File: src/rtl/fifo_rd_packer.sv
// Read-domain packer: pops DATA_LEN-bit words from the async FIFO and emits PACK of them per
// valid/ready output word, first word in lane 0. Partial-word flush is built with FIFO_RD_PACKER_FLUSH_EN.
`timescale 1ns/1ps

module fifo_rd_packer #(
  parameter int DATA_LEN = 8,
  parameter int PACK     = 4
) (
  input  logic                     rd_clk,
  input  logic                     rd_rstn,
  output logic                     fifo_rd_en,
  input  logic                     fifo_rd_empty,
  input  logic [DATA_LEN-1:0]      fifo_rd_data,
  output logic                     out_valid,
  input  logic                     out_ready,
  output logic [DATA_LEN*PACK-1:0] out_data,
  output logic [PACK-1:0]          out_keep,
  input  logic                     flush,
  output logic [15:0]              word_cnt
);

  localparam int              CW       = $clog2(PACK + 1);
  localparam logic [CW:0]     PACK_EXT = (CW+1)'(PACK);
  localparam logic [CW-1:0]   PACK_CNT = CW'(PACK);

  logic                     run;
  logic                     inflight;
  logic                     flush_pend;
  logic [CW-1:0]            acc_cnt;
  logic [CW-1:0]            acc_cnt_l;
  logic [DATA_LEN*PACK-1:0] acc_data;
  logic [DATA_LEN*PACK-1:0] acc_data_l;
  logic [PACK-1:0]          lane_mask;
  logic [CW:0]              claimed;
  logic                     land;
  logic                     hs;
  logic                     out_free;
  logic                     acc_full;
  logic                     flush_done;
  logic                     load;

  // Every pop lands exactly one edge later, so the inflight flag doubles as the landing strobe.
  assign land     = inflight;
  assign hs       = out_valid && out_ready;
  assign out_free = !out_valid || out_ready;

  // Lanes already filled plus the one in flight must leave room before another pop is allowed.
  assign claimed    = {1'b0, acc_cnt} + {{CW{1'b0}}, inflight};
  assign fifo_rd_en = run && !fifo_rd_empty && !flush_pend && (claimed < PACK_EXT);

  // acc as it stands once this edge's landing (if any) is included.
  assign acc_cnt_l = acc_cnt + {{(CW-1){1'b0}}, land};

  always_comb begin
    // NOTE: defaults first so every path assigns the comb outputs and no latch is inferred.
    acc_data_l = acc_data;
    lane_mask  = '0;
    for (int k = 0; k < PACK; k++) begin
      if (land && acc_cnt == CW'(k)) acc_data_l[k*DATA_LEN +: DATA_LEN] = fifo_rd_data;
      lane_mask[k] = CW'(k) < acc_cnt_l;
    end
  end

  assign acc_full   = acc_cnt_l == PACK_CNT;
  assign flush_done = flush_pend && !inflight && out_free;
  assign load       = (out_free && acc_full) || (flush_done && acc_cnt != '0);

`ifdef FIFO_RD_PACKER_FLUSH_EN
  always_ff @(posedge rd_clk or negedge rd_rstn) begin
    if (!rd_rstn) flush_pend <= 1'b0;
    else          flush_pend <= flush || (flush_pend && !flush_done);
  end
`else
  logic unused_flush;
  assign unused_flush = flush;
  assign flush_pend   = 1'b0;
`endif

  // NOTE: sequential state uses non-blocking assignments only, so every flop samples pre-edge values.
  always_ff @(posedge rd_clk or negedge rd_rstn) begin
    if (!rd_rstn) begin
      run       <= 1'b0;
      inflight  <= 1'b0;
      // NOTE: acc is a few flops, not a RAM, so it is reset; a stale partial must never leak out.
      acc_data  <= '0;
      acc_cnt   <= '0;
      out_valid <= 1'b0;
      out_data  <= '0;
      out_keep  <= '0;
      word_cnt  <= '0;
    end else begin
      run      <= 1'b1;
      inflight <= fifo_rd_en;

      // Clearing acc on a move keeps lanes above a later partial fill at zero.
      if (load) begin
        acc_data <= '0;
        acc_cnt  <= '0;
      end else begin
        acc_data <= acc_data_l;
        acc_cnt  <= acc_cnt_l;
      end

      if (load) begin
        out_valid <= 1'b1;
        out_data  <= acc_data_l;
        out_keep  <= lane_mask;
      end else if (hs) begin
        out_valid <= 1'b0;
      end

      if (hs) word_cnt <= word_cnt + 16'd1;
    end
  end

endmodule

File: config.mk
export PLATFORM = sky130hd
export DESIGN_NAME = fifo_rd_packer
export DESIGN_NICKNAME = d
export VERILOG_FILES = /design/src/rtl/fifo_rd_packer.sv
export SDC_FILE = /design/constraint.sdc
export NUM_CORES = 1
export LEC_CHECK = 0
export CORE_MARGIN = 5
export CORE_UTILIZATION = 51
export DETAILED_ROUTE_END_ITERATION = 8
export PLACE_DENSITY = 0.79
export SETUP_SLACK_MARGIN = 0.3
export SLEW_MARGIN = 0
export SYNTH_ARGS = -nofsm -noshare
export SYNTH_HDL_FRONTEND = slang
export SYNTH_SLANG_ARGS = --single-unit
File: constraint.sdc
create_clock -name rd_clk -period 2.6 [get_ports rd_clk]
set_input_delay 0.39 -clock rd_clk [delete_from_list [all_inputs] [get_ports rd_clk]]
set_output_delay 0.39 -clock rd_clk [all_outputs]
set_load 0.02 [all_outputs]
==> out/qor.txt <==
Outcome: completed
GRT Residual Overflow: 0
Core box area: 6760 sq um
Post-route ant nets: 0
Slew HR: 0.580
Fin crit period: 2.17 ns
Worst-skew pair later-pin latency: 0.34 ns
Hold Crit Depth: 1
Synthesized Nets: 316
Die H: 93.0 um
Met3 Routed Length: 311 um
Starting DRT DRC Count: 141
R2R Path End: out_data[6]
Avg Vias per Cell: 5.14
Max-slew violations: 0
Worst setup EP type: flip-flop
Slew @ Worst Pin: 0.627 ns
# IOs: 67
Most frequent cells in the layout: dfrtp_1 (89), clkdlybuf4s50_1 (63), nand2_1 (39)
Fraction of layout cells with a size suffix above 1: 0.0912
MaxCap Viol Count: 0
Top Layer Used: met4
Crit path kind: reg2reg
Initial antenna violation count: 0
Setup crit start kind: flip-flop
Die span in x: 93.0 um
F_max: 460 MHz
WP data arrival: 2.39 ns
Cell Rows: 30
Avg Cell Area, Syn: 11.7 sq um
Final Cycle Share: 0.836
Gr usage total: 0.176
Pin count of the biggest net entering global routing: 56
Worst Hold Launch: word_cnt[15]
Post-synthesis sequential area ratio: 0.642
GPL Wtd Cong: 0.792
#FFs+latches synth: 90
Reg clk slew, reported paths: 0.08 ns
Via Count: 2330
Warnings from Yosys: 0
Layout Skew: 0.00827 ns
# port buffers: 65
H-tree Lvls: 3
Post-Route WL: 6.86 mm
First-pass GRT wire length: 11.8 mm
Pre-Repair DR Iteration Count: 4
Most common cell after layout, fill and taps aside: dfrtp_1
Clock root cell: clkbuf_8
Post-Synthesis Cells: 300
Worst Path Required: 2.82 ns
TritonCTS Buffers: 9
HP Class: reg2reg
CTS Sinks: 90
DP HPWL: 4.68 mm
Worst Hold End: word_cnt[15]
Endpoints failing hold: 0
Remaining DRCs: 0
R2R setup slack: 0.43 ns
Clock buffer depth: 2
Final setup violation count: 0
TNS Setup: 0 ns
Mapped cell area: 3510 sq um
Initial Util: 0.519
Worst-path fanout max: 54
VDD IR max: 0.559 mV
RSZ-0062 raised after global routing: yes
WL met2: 3.38 mm
Leak pwr: 2.06 nW
Tot Pwr: 4.80 mW
Pwr/cell area: 1070 nW/um^2
WL/cell: 15.1 um
Vias in the first global route: 2360
CTS tree: yes
Routed met1 length: 3.06 mm
Die area: 8640 sq um
Reg2Reg Depth: 6
Area delta synth->final: 27.5%
Synth unique cells: 30
ANT cells: 0
RR Startpoint: acc_cnt[0]
Final-stage net count: 384
sequential cells by signal, indices dropped and copies added (netlist names):
name,flops
inflight,1
run,1
acc_cnt,3
out_valid,1
out_keep,4
acc_data,32
word_cnt,16
out_data,32
what timing repair did:
action | CTS | global route
setup endpoints to repair | 16 | 28
cloned | 0 | 0
resized for setup | 6 | 5
endpoints found under the hold margin | 18 | 0
setup buffers | 0 | 1
hold buffers | 1 | 0
report_power, final:
group          switching (mW)  internal (mW)
logic                   0.952          0.784
clock network           0.464          0.492
registers               0.250           1.86
total                    1.67           3.13
per-stage QoR:
stage                      util  hold slack [ns]  std cells  cell area [sq um]  setup slack, ns
final                     0.662            0.471        453               4480            0.427
after global routing      0.662            0.495        453               4480            0.275
after CTS                 0.661            0.479        452               4460            0.294
after detailed placement  0.628            0.376        435               4240            0.267
after global placement    0.628            0.374        435               4240            0.295
after floorplan               -           0.0944        300               3510            0.614
synth_stat cells (all sizes together):
cell / instances / area (sq um)
nor4bb: 2 / 20.0
nor4b: 1 / 8.76
nand2b: 5 / 31.3
xnor2: 9 / 78.8
and3b: 1 / 8.76
mux2: 1 / 11.3
inv: 2 / 7.51
or4: 1 / 7.51
dfrtp: 90 / 2250
nor3: 1 / 5.00
nand4b: 1 / 8.76
mux2i: 32 / 320
nand3: 6 / 30.0
or3: 1 / 6.26
buf: 13 / 83.8
xor2: 7 / 61.3
nor2b: 1 / 6.26
and3: 2 / 12.5
nand4: 2 / 12.5
nand2: 39 / 146
nor2: 39 / 149
nor4: 3 / 18.8
ha: 3 / 37.5
o21ai: 33 / 165
clkbuf: 4 / 16.3
conb: 1 / 3.75
worst max-delay path, stage by stage, from the launching register on:
cell and delay (ns):
dfrtp_2 0.45, ha_1 0.22, ha_2 0.27, or4_2 0.71, buf_12 0.22, nand2_1 0.08, o21ai_0 0.08
kinds of logic (layout without fill, tap and decap cells):
kind of cell / count (synthesis) / count (layout) / synth area share
simple gates: 105 / 105 / 0.134
buf+inv: 19 / 92 / 0.0307
other cells: 1 / 1 / 0.00107
compound gates: 33 / 33 / 0.0471
fa+ha+maj: 3 / 3 / 0.0107
xor+xnor: 16 / 16 / 0.0399
flops: 90 / 90 / 0.642
mux: 33 / 33 / 0.0945
per-layer routing:
layer | vias to the layer above | GRT usage
met2 | 54 | 0.268
met3 | 10 | 0.0301
li1 | 1131 | -
met5 | - | 0
met1 | 1135 | 0.249
met4 | 0 | 0.0806
final cells by class:
class	instances	area [sq um]
tap	80	100
multi-input combinational	191	1170
inverter	2	7.51
clock inverter	5	52.6
clock buffer	11	151
sequential	90	2250
timing repair buffer	74	738
fill	523	2280
worst max-delay path by stage:
| stage | from | endpoint | slack, ns | cells past startpoint |
|---|---|---|---|---|
| finish | acc_cnt[0] | out_data[6] | 0.43 | 6 |
| global route | acc_cnt[0] | out_data[6] | 0.27 | 7 |
| CTS | acc_cnt[0] | fifo_rd_en | 0.29 | 5 |
| detailed placement | out_ready | out_data[4] | 0.27 | 6 |
| global placement | out_ready | out_data[10] | 0.29 | 6 |
| floorplan | inflight | out_data[13] | 0.61 | 8 |
Power figures use the tool's default switching activity.
